`src/rtl/wb_rr_arbiter.sv`:
```
// wb_rr_arbiter
// Round-robin arbiter that shares one pipelined Wishbone slave between
// NUM_MASTERS masters. A grant is held for the whole cyc burst, and a
// watchdog aborts a transfer whose slave stops acknowledging. After an abort
// the bus goes back to the pool once the aborted master drops cyc.

module wb_rr_arbiter #(
    parameter int NUM_MASTERS    = 2,
    parameter int TIMEOUT_CYCLES = 255,
    parameter int CNT_WIDTH      = 16
) (
    input  logic                     clk,
    input  logic                     reset,

    input  logic [NUM_MASTERS-1:0]    m_cyc_i,
    input  logic [NUM_MASTERS-1:0]    m_stb_i,
    input  logic [NUM_MASTERS-1:0]    m_we_i,
    input  logic [32*NUM_MASTERS-1:0] m_addr_i,
    input  logic [32*NUM_MASTERS-1:0] m_data_i,
    input  logic [4*NUM_MASTERS-1:0]  m_sel_i,
    output logic [NUM_MASTERS-1:0]    m_ack_o,
    output logic [NUM_MASTERS-1:0]    m_stall_o,
    output logic [NUM_MASTERS-1:0]    m_err_o,
    output logic [31:0]               m_data_o,

    output logic                      s_cyc_o,
    output logic                      s_stb_o,
    output logic                      s_we_o,
    output logic [31:0]               s_addr_o,
    output logic [31:0]               s_data_o,
    output logic [3:0]                s_sel_o,
    input  logic                      s_ack_i,
    input  logic                      s_stall_i,
    input  logic [31:0]               s_data_i,

    output logic [NUM_MASTERS-1:0]    grant_o
);

    localparam int IDX_W  = (NUM_MASTERS > 1) ? $clog2(NUM_MASTERS) : 1;
    localparam int PEND_W = 8;

    localparam logic [CNT_WIDTH-1:0] WDOG_LIMIT = CNT_WIDTH'(TIMEOUT_CYCLES - 1);
    localparam logic [CNT_WIDTH-1:0] WDOG_ONE   = CNT_WIDTH'(1);
    localparam logic [PEND_W-1:0]    PEND_ONE   = PEND_W'(1);
    localparam logic [PEND_W-1:0]    PEND_MAX   = '1;
    localparam logic [IDX_W-1:0]     PTR_INIT   = IDX_W'(NUM_MASTERS - 1);

    typedef enum logic [1:0] {
        IDLE  = 2'd0,
        BUSY  = 2'd1,
        ABORT = 2'd2
    } state_t;

    state_t state_q;
    state_t state_d;

    // Grant is one-hot; all zero means nobody owns the slave.
    logic [NUM_MASTERS-1:0] grant_q;
    // Index of the most recently granted master; the scan starts one past it.
    logic [IDX_W-1:0]       ptr_q;
    logic [CNT_WIDTH-1:0]   wdog_q;
    // Strobes accepted by the slave that have not been acknowledged yet.
    logic [PEND_W-1:0]      pend_q;

    logic                   arb_found;
    logic [IDX_W-1:0]       arb_idx;
    logic [NUM_MASTERS-1:0] arb_onehot;

    logic                   sel_cyc;
    logic                   sel_stb;
    logic                   sel_we;
    logic [31:0]            sel_addr;
    logic [31:0]            sel_data;
    logic [3:0]             sel_sel;

    logic                   outstanding;
    logic                   accept;
    logic                   retire;
    logic                   timeout_hit;

    // Route the granted master's request signals; zeros when nothing is granted.
    always_comb begin
        sel_cyc  = 1'b0;
        sel_stb  = 1'b0;
        sel_we   = 1'b0;
        sel_addr = '0;
        sel_data = '0;
        sel_sel  = '0;
        for (int k = 0; k < NUM_MASTERS; k++) begin
            if (grant_q[k]) begin
                sel_cyc  = m_cyc_i[k];
                sel_stb  = m_stb_i[k];
                sel_we   = m_we_i[k];
                sel_addr = m_addr_i[32*k +: 32];
                sel_data = m_data_i[32*k +: 32];
                sel_sel  = m_sel_i[4*k +: 4];
            end
        end
    end

    // Find the first requester after the pointer, wrapping round the master list.
    always_comb begin
        arb_found  = 1'b0;
        arb_idx    = '0;
        arb_onehot = '0;
        for (int off = 1; off <= NUM_MASTERS; off++) begin
            for (int k = 0; k < NUM_MASTERS; k++) begin
                if (!arb_found && m_cyc_i[k] &&
                    ((int'(ptr_q) + off) % NUM_MASTERS == k)) begin
                    arb_found     = 1'b1;
                    arb_idx       = IDX_W'(k);
                    arb_onehot    = '0;
                    arb_onehot[k] = 1'b1;
                end
            end
        end
    end

    // Watchdog qualifiers: what the slave accepts/returns this cycle and whether it has hung.
    always_comb begin
        outstanding = sel_stb || (pend_q != '0);
        accept      = (state_q == BUSY) && sel_cyc && sel_stb && !s_stall_i;
        retire      = (state_q == BUSY) && s_ack_i && ((pend_q != '0) || accept);
        timeout_hit = (state_q == BUSY) && sel_cyc && outstanding && !s_ack_i &&
                      (wdog_q == WDOG_LIMIT);
    end

    // State register.
    always_ff @(posedge clk or posedge reset) begin
        if (reset) begin
            state_q <= IDLE;
        end else begin
            state_q <= state_d;
        end
    end

    // Next-state logic; a release always passes through IDLE before the next grant.
    always_comb begin
        state_d = state_q;
        case (state_q)
            IDLE: begin
                if (arb_found) begin
                    state_d = BUSY;
                end
            end
            BUSY: begin
                if (!sel_cyc) begin
                    state_d = IDLE;
                end else if (timeout_hit) begin
                    state_d = ABORT;
                end
            end
            ABORT: begin
                if (!sel_cyc) begin
                    state_d = IDLE;
                end
            end
            default: begin
                state_d = IDLE;
            end
        endcase
    end

    // Grant, round-robin pointer, watchdog and pending-ack bookkeeping.
    always_ff @(posedge clk or posedge reset) begin
        if (reset) begin
            grant_q <= '0;
            ptr_q   <= PTR_INIT;
            wdog_q  <= '0;
            pend_q  <= '0;
        end else begin
            case (state_q)
                IDLE: begin
                    wdog_q <= '0;
                    pend_q <= '0;
                    if (arb_found) begin
                        grant_q <= arb_onehot;
                        ptr_q   <= arb_idx;
                    end
                end
                BUSY: begin
                    if (!sel_cyc) begin
                        grant_q <= '0;
                        wdog_q  <= '0;
                        pend_q  <= '0;
                    end else if (timeout_hit) begin
                        wdog_q <= '0;
                        pend_q <= '0;
                    end else begin
                        case ({accept, retire})
                            2'b10: begin
                                if (pend_q != PEND_MAX) begin
                                    pend_q <= pend_q + PEND_ONE;
                                end
                            end
                            2'b01: begin
                                pend_q <= pend_q - PEND_ONE;
                            end
                            default: begin
                                pend_q <= pend_q;
                            end
                        endcase
                        if (s_ack_i || !outstanding) begin
                            wdog_q <= '0;
                        end else begin
                            wdog_q <= wdog_q + WDOG_ONE;
                        end
                    end
                end
                ABORT: begin
                    wdog_q <= '0;
                    pend_q <= '0;
                    if (!sel_cyc) begin
                        grant_q <= '0;
                    end
                end
                default: begin
                    grant_q <= '0;
                    wdog_q  <= '0;
                    pend_q  <= '0;
                end
            endcase
        end
    end

    // Bus outputs: only a BUSY grant reaches the slave; everyone else sees stall.
    always_comb begin
        m_ack_o   = '0;
        m_stall_o = '1;
        m_err_o   = '0;
        s_cyc_o   = 1'b0;
        s_stb_o   = 1'b0;
        s_we_o    = sel_we;
        s_addr_o  = sel_addr;
        s_data_o  = sel_data;
        s_sel_o   = sel_sel;
        case (state_q)
            BUSY: begin
                s_cyc_o   = sel_cyc;
                s_stb_o   = sel_stb;
                m_ack_o   = grant_q & {NUM_MASTERS{s_ack_i}};
                m_stall_o = ~grant_q | {NUM_MASTERS{s_stall_i}};
                if (timeout_hit) begin
                    m_err_o = grant_q;
                end
            end
            default: begin
                m_ack_o   = '0;
                m_stall_o = '1;
            end
        endcase
    end

    // Read data is broadcast; each master qualifies it with its own ack.
    always_comb begin
        m_data_o = s_data_i;
        grant_o  = grant_q;
    end

endmodule

```
`config.mk`:
```
export PLATFORM = sky130hd
export DESIGN_NAME = wb_rr_arbiter
export DESIGN_NICKNAME = d
export VERILOG_FILES = /design/src/rtl/wb_rr_arbiter.sv
export SDC_FILE = /design/constraint.sdc
export NUM_CORES = 1
export LEC_CHECK = 0
export BUFFER_PORTS_ARGS = -buffer_cell sky130_fd_sc_hd__buf_4
export CORE_AREA = 3 3 110 112
export CTS_BUF_LIST = sky130_fd_sc_hd__clkbuf_8 sky130_fd_sc_hd__clkbuf_16
export DETAILED_ROUTE_END_ITERATION = 7
export DIE_AREA = 0 0 113 115
export GPL_ROUTABILITY_DRIVEN = 0
export HOLD_SLACK_MARGIN = 0.05
export SLEW_MARGIN = 20
export SYNTH_ARGS = -nofsm -noshare
export SYNTH_HDL_FRONTEND = slang
export SYNTH_SLANG_ARGS = --single-unit
```
`constraint.sdc`:
```
create_clock -name clk -period 6.4 [get_ports clk]
set_input_delay 0.32 -clock clk [delete_from_list [all_inputs] [get_ports clk]]
set_output_delay 0.32 -clock clk [all_outputs]
set_load 0.005 [all_outputs]
```
# [Word level (Yosys, flattened, before mapping)]
# Index checks and enable logic that the tools add are counted.
[word_totals] register_bits=29 wordCells=107
[op_classes] addsub=5 n_eq_ne=14 n_mux=45 bitwise=5 reduce_logical=33
[ops] cell="$mux W32" n=4
[ops] cell="$logic_not A32 Y1" n=2
[ops] cell="$mux W16" n=4
[ops] cell="$mux W8" n=4
[ops] cell="$mux W2" n=12
[ops] cell="$add A16 B1 Y16 const B" n=1
[ops] cell="$eq A16 B8 Y1 const B" n=1
[ops] cell="$mux W1" n=16
[ops] cell="$pmux W8 S2" n=1
[ops] cell="$logic_and A1 B1 Y1" n=15
[ops] cell="$add A8 B1 Y8 const B" n=1
[ops] cell="$eq A2 B2 Y1 const B" n=4
[ops] cell="$mux W4" n=2
[ops] cell="$ne A8 B8 Y1 const B" n=1
[ops] cell="$reduce_bool A8 Y1" n=1
[ops] cell="$sub A8 B1 Y8 const B" n=1
[ops] cell="$logic_not A1 Y1" n=6
[ops] cell="$ne A2 B2 Y1 const B" n=3
[ops] cell="$pmux W2 S3" n=1
[ops] cell="$reduce_and A2 Y1" n=3
[ops] cell="$ne A5 B3 Y1 const B" n=1
[ops] cell="$ne A5 B5 Y1 const B" n=1
[ops] cell="$eq A2 B1 Y1 const B" n=2
[ops] cell="$pmux W2 S2" n=1
[ops] cell="other kinds (10)" n=14

# [Logic depth before layout (Yosys ltp)]
[depth] ltp_word=19 ltp_mapped=12 ltp_nobuf=11

# [Worst setup path before layout]
# OpenSTA, ideal clock, no wires.
[synth_path] path_type="register -> register" startpoint="register state_q[1]" endpoint="register pend_q[7]" setup_time_ns=0.079 arrival_time_ns=2.531 slack_ns=3.790 stages_incl_launch_ff=13 n_path_buf=1 period_less_slack_ns=2.610 path_cell_list="dfrtp_1 inv_1 ha_1 buf_2 nand2_1 a21o_1 nor2_1 ha_1 a21oi_1 o2111ai_1 o211ai_1 mux2i_1 mux2i_1"
[synth_via] elab_chain_len=11
[synth_rtl] element="start: declaration" line_no="54" source="state_t state_q;"
[synth_rtl] element="start signal: assignment" line_no="133" source="state_q <= state_d;"
[synth_rtl] element="$eq A2 B1 Y1 (*)"
[synth_rtl] element="$logic_and A1 B1 Y1" line_no="122, 124"
[synth_rtl] element="$logic_and A1 B1 Y1 (2 in a row)" line_no="122" source="accept = (state_q == BUSY) && sel_cyc && sel_stb && !s_stall_i;"
[synth_rtl] element="$logic_or A1 B1 Y1" line_no="123" source="retire = (state_q == BUSY) && s_ack_i && ((pend_q != '0) || accept);"
[synth_rtl] element="$logic_and A1 B1 Y1" line_no="123"
[synth_rtl] element="$eq A2 B1 Y1 or $eq A2 B2 Y1 (tied branches)" line_no="190" source="case ({accept, retire})"
[synth_rtl] element="$pmux W8 S2" line_no="190"
[synth_rtl] element="$mux W8" line_no="186" source="end else if (timeout_hit) begin"
[synth_rtl] element="$mux W8" line_no="182" source="if (!sel_cyc) begin"
[synth_rtl] element="$mux W8" line_no="172" source="case (state_q)"
[synth_rtl] element="end signal: assignment" line_no="193" source="pend_q <= pend_q + PEND_ONE;"
[synth_rtl] element="end signal: assignment" line_no="197" source="pend_q <= pend_q - PEND_ONE;"
[synth_rtl] element="end signal: assignment" line_no="200" source="pend_q <= pend_q;"
[synth_rtl] element="end: declaration" line_no="63" source="logic [PEND_W-1:0] pend_q;"
# Mark *: on every way between the ends. The rest lies on a longest branch, timed or not.
# A chain may end at the register's enable or synchronous reset.

# [Final worst setup path]
[layout_path] startpoint="register grant_q[1], in the netlist grant_o[1]" endpoint="register pend_q[6]"
[layout_via] elab_chain_len=11
[layout_rtl] element="start: declaration" line_no="58" source="logic [NUM_MASTERS-1:0] grant_q;"
[layout_rtl] element="start signal: assignment" line_no="177" source="grant_q <= arb_onehot;"
[layout_rtl] element="$mux W1" line_no="90" source="if (grant_q[k]) begin"
[layout_rtl] element="$logic_and A1 B1 Y1" line_no="122, 124"
[layout_rtl] element="$logic_and A1 B1 Y1 (2 in a row)" line_no="122"
[layout_rtl] element="$logic_or A1 B1 Y1" line_no="123"
[layout_rtl] element="$logic_and A1 B1 Y1" line_no="123"
[layout_rtl] element="$eq A2 B1 Y1 or $eq A2 B2 Y1 (tied branches)" line_no="190"
[layout_rtl] element="$pmux W8 S2" line_no="190"
[layout_rtl] element="$mux W8" line_no="186"
[layout_rtl] element="$mux W8" line_no="182"
[layout_rtl] element="$mux W8" line_no="172"
# Several ways; a longest one is shown, not always the timed one.

==> qor.yml <==
status: "finished clean"
synthFlopType: "dfrtp_1"
cp-start-kind: "flip-flop"
rows: 39
reg2reg_slack_ps: 2970
grt_pass1_wl_um: 22000
netlist_area_um2: 2870
use_met1_pct: 22.6
drt_pre_antenna_iters: 4
hold_path.class: "in -> async"
cts_resized: 0
synth-seq-area-share_pct: 25.3
max_stage_delay_ps: 610
clock_path_buffers: 2
async_flop_share_pct: 100
synth.ff_latch_count: 29
syn_avg_cell_area_um2: 8.85
netlist_top_cells_count: "a22o_1 (68), buf_4 (32), nor2_1 (30)"
post_cts_buffers: 0
diodes: 0
vias: 3316
clkTransAtPathRegs_ps: 50
grtUsageTotal_pct: 23.6
nNetsFinal: 696
root_buffer: "clkbuf_16"
syn-num-nets: 514
r2r-end: "pend_q[6]"
crit_path_frequent_cell: "nor2_1"
fill_cells: 1141
crit_type: "reg -> reg"
grt_use_met3_pct: 19.6
yosys.area.top_type: "dfrtp_1"
clock_sinks: 29
cp_data_required_time_ps: 6610
core-area_um2: 11300
ant_nets: 0
worst_pin_slew_ps: 824
setup.worst_path.end_class: "flip-flop"
grt_pass1_vias: 3295
grt_busiest_layer: "met2"
setup_viol: 0
path_cells: "buf_4 > nand2_1 > a221oi_1 > nor2_1 > ha_1 > a21oi_1 > o21a_1 > o311ai_0 > mux2i_1 > nor2_1"
powerDensity_nw_per_um2: 313
met2_usage_pct: 36.8
antenna_found_initial: 0
setup-tns-final_ps: 0
via_per_inst: 5.10
layout-drive-gt1-share_pct: 49.5
synthCells: 324
peakVddDrop_v: 0.000234
chipWidth_um: 113
fmax_ghz: 0.291
hold_viol_final: 0
crit_path_max_fanout: 81
path_buf_inv: 1
insertion_delay_ps: 280
rsz0062_at_grt: "false"
synth_cell_types: 52
cts.htree.levels: 2
netlist.area_leader.share_pct: 24.4
r2r-start: "grant_o[1]"
initial_core_util_pct: 25.3
syn_to_final_growth_pct: 60.5
cts_tree: "yes"
synth_edf_count: 0
synthTopCellsByArea: "dfrtp_1 (24%), a22o_1 (21%), buf_4 (8.4%), ha_1 (4.8%), nor2_1 (3.9%)"
finClkSkew_ps: 8.84
post_drt_wl_per_cell_um: 25.5
min_period_ps: 3430
drt_iter0_drc: 217
routed_wl_um: 16600
dieArea_um2: 13000
maxSlewHeadroom_pct: 45.1
route.detailed.drc: 0
yosys_warnings: 0
ios: 289
slew_violations: 0
area.sequential_um2: 728
crit_arrival_ps: 3640
leakage_nw: 2.29
hpwlAfterDp_um: 14200
grt_overflow: 0
period_share_pct: 53.6
portBuffers: 224
cts_hold_buffers: 0
cap_violations: 0
multiInputGateArea_um2: 1780
critPathLaunch: "grant_o[1]"
placed_cells: 642
numCtsBuffers: 5
cpMaxStageDelayCell: "buf_4"
r2r.worst_path.cells: 10
die_height_um: 115
cpLargestDelayFamily: "compound AO/OA/AOI/OAI gates"
grt_start_max_net_pins: 82
synthMostInstantiatedCell: "a22o_1"
final-instance-count-excl-fill: 650
==> final cells by class <==
type | count | share of cell area, %
Sequential cell | 29 | 15.8
Inverter | 10 | 0.816
Multi-Input combinational cell | 233 | 38.7
Clock inverter | 2 | 0.734
Clock buffer | 6 | 3.02
Tap cell | 143 | 3.89
Timing Repair Buffer | 227 | 37.0
==> worst max-delay path by stage <==
stage,to,cells past startpoint
after floorplan,pend_q[7],12
after global placement,pend_q[7],10
after detailed placement,pend_q[6],10
after CTS,pend_q[6],10
after global routing,pend_q[6],10
final,pend_q[6],10
==> stage by stage <==
step | hold slack (ps) | setup WS, ps | total power, mW | utilization (%) | instance area [µm²]
6_report | 129 | 2970 | 1.44 | 40.6 | 4600
5_1_grt | 165 | 2490 | 1.52 | 40.6 | 4600
4_1_cts | 144 | 3040 | 1.46 | 40.6 | 4600
3_5_place_dp | 438 | 3070 | 1.17 | 39.1 | 4430
3_3_place_gp | 434 | 3230 | 1.16 | 39.1 | 4430
2_1_floorplan | 397 | 3790 | 0.625 | - | 2870
==> where the power goes <==
group | switching [mW] | leakage (nW) | internal (mW)
Clock | 0.0837 | 0.0883 | 0.192
Combinational | 0.487 | 1.81 | 0.462
Sequential | 0.0181 | 0.397 | 0.199
==> cell families after synthesis <==
group           synth area share (%)
xor+xnor                        5.50
fa+ha+maj                       5.50
compound gates                  28.6
flops                           25.3
buf+inv                         12.8
simple gates                    18.7
mux                             3.58
==> layer usage <==
metal | vias to the layer above | routed length (µm)
li1 | 1534 | -
met1 | 1561 | 5210
met2 | 184 | 7440
met3 | 37 | 3230
met4 | 0 | 701
met5 | - | 0
==> flip-flops by register name, summed over array words and instances, names as in the netlist <==
signal and cells:
wdog_q 16, pend_q 8, grant_o 2, state_q 2
ptr_q 1
==> tightest hold or removal path, stage by stage <==
cell	delay [ps]
buf_4	110
inv_1	40
buf_4	350
==> cells in the final DEF (no fill, tap or decap), drive strengths merged, types with 4 or more instances in the layout <==
cell type / n
buf: 227
a22o: 68
nor2: 30
dfrtp: 28
nand2: 23
inv: 11
ha: 11
nand3: 11
xnor2: 10
a21oi: 9
mux2i: 8
xor2: 8
clkbuf: 6
and3: 5
o21ai: 4
nor4: 4
Note: power is estimated with default switching activity, not from simulation.
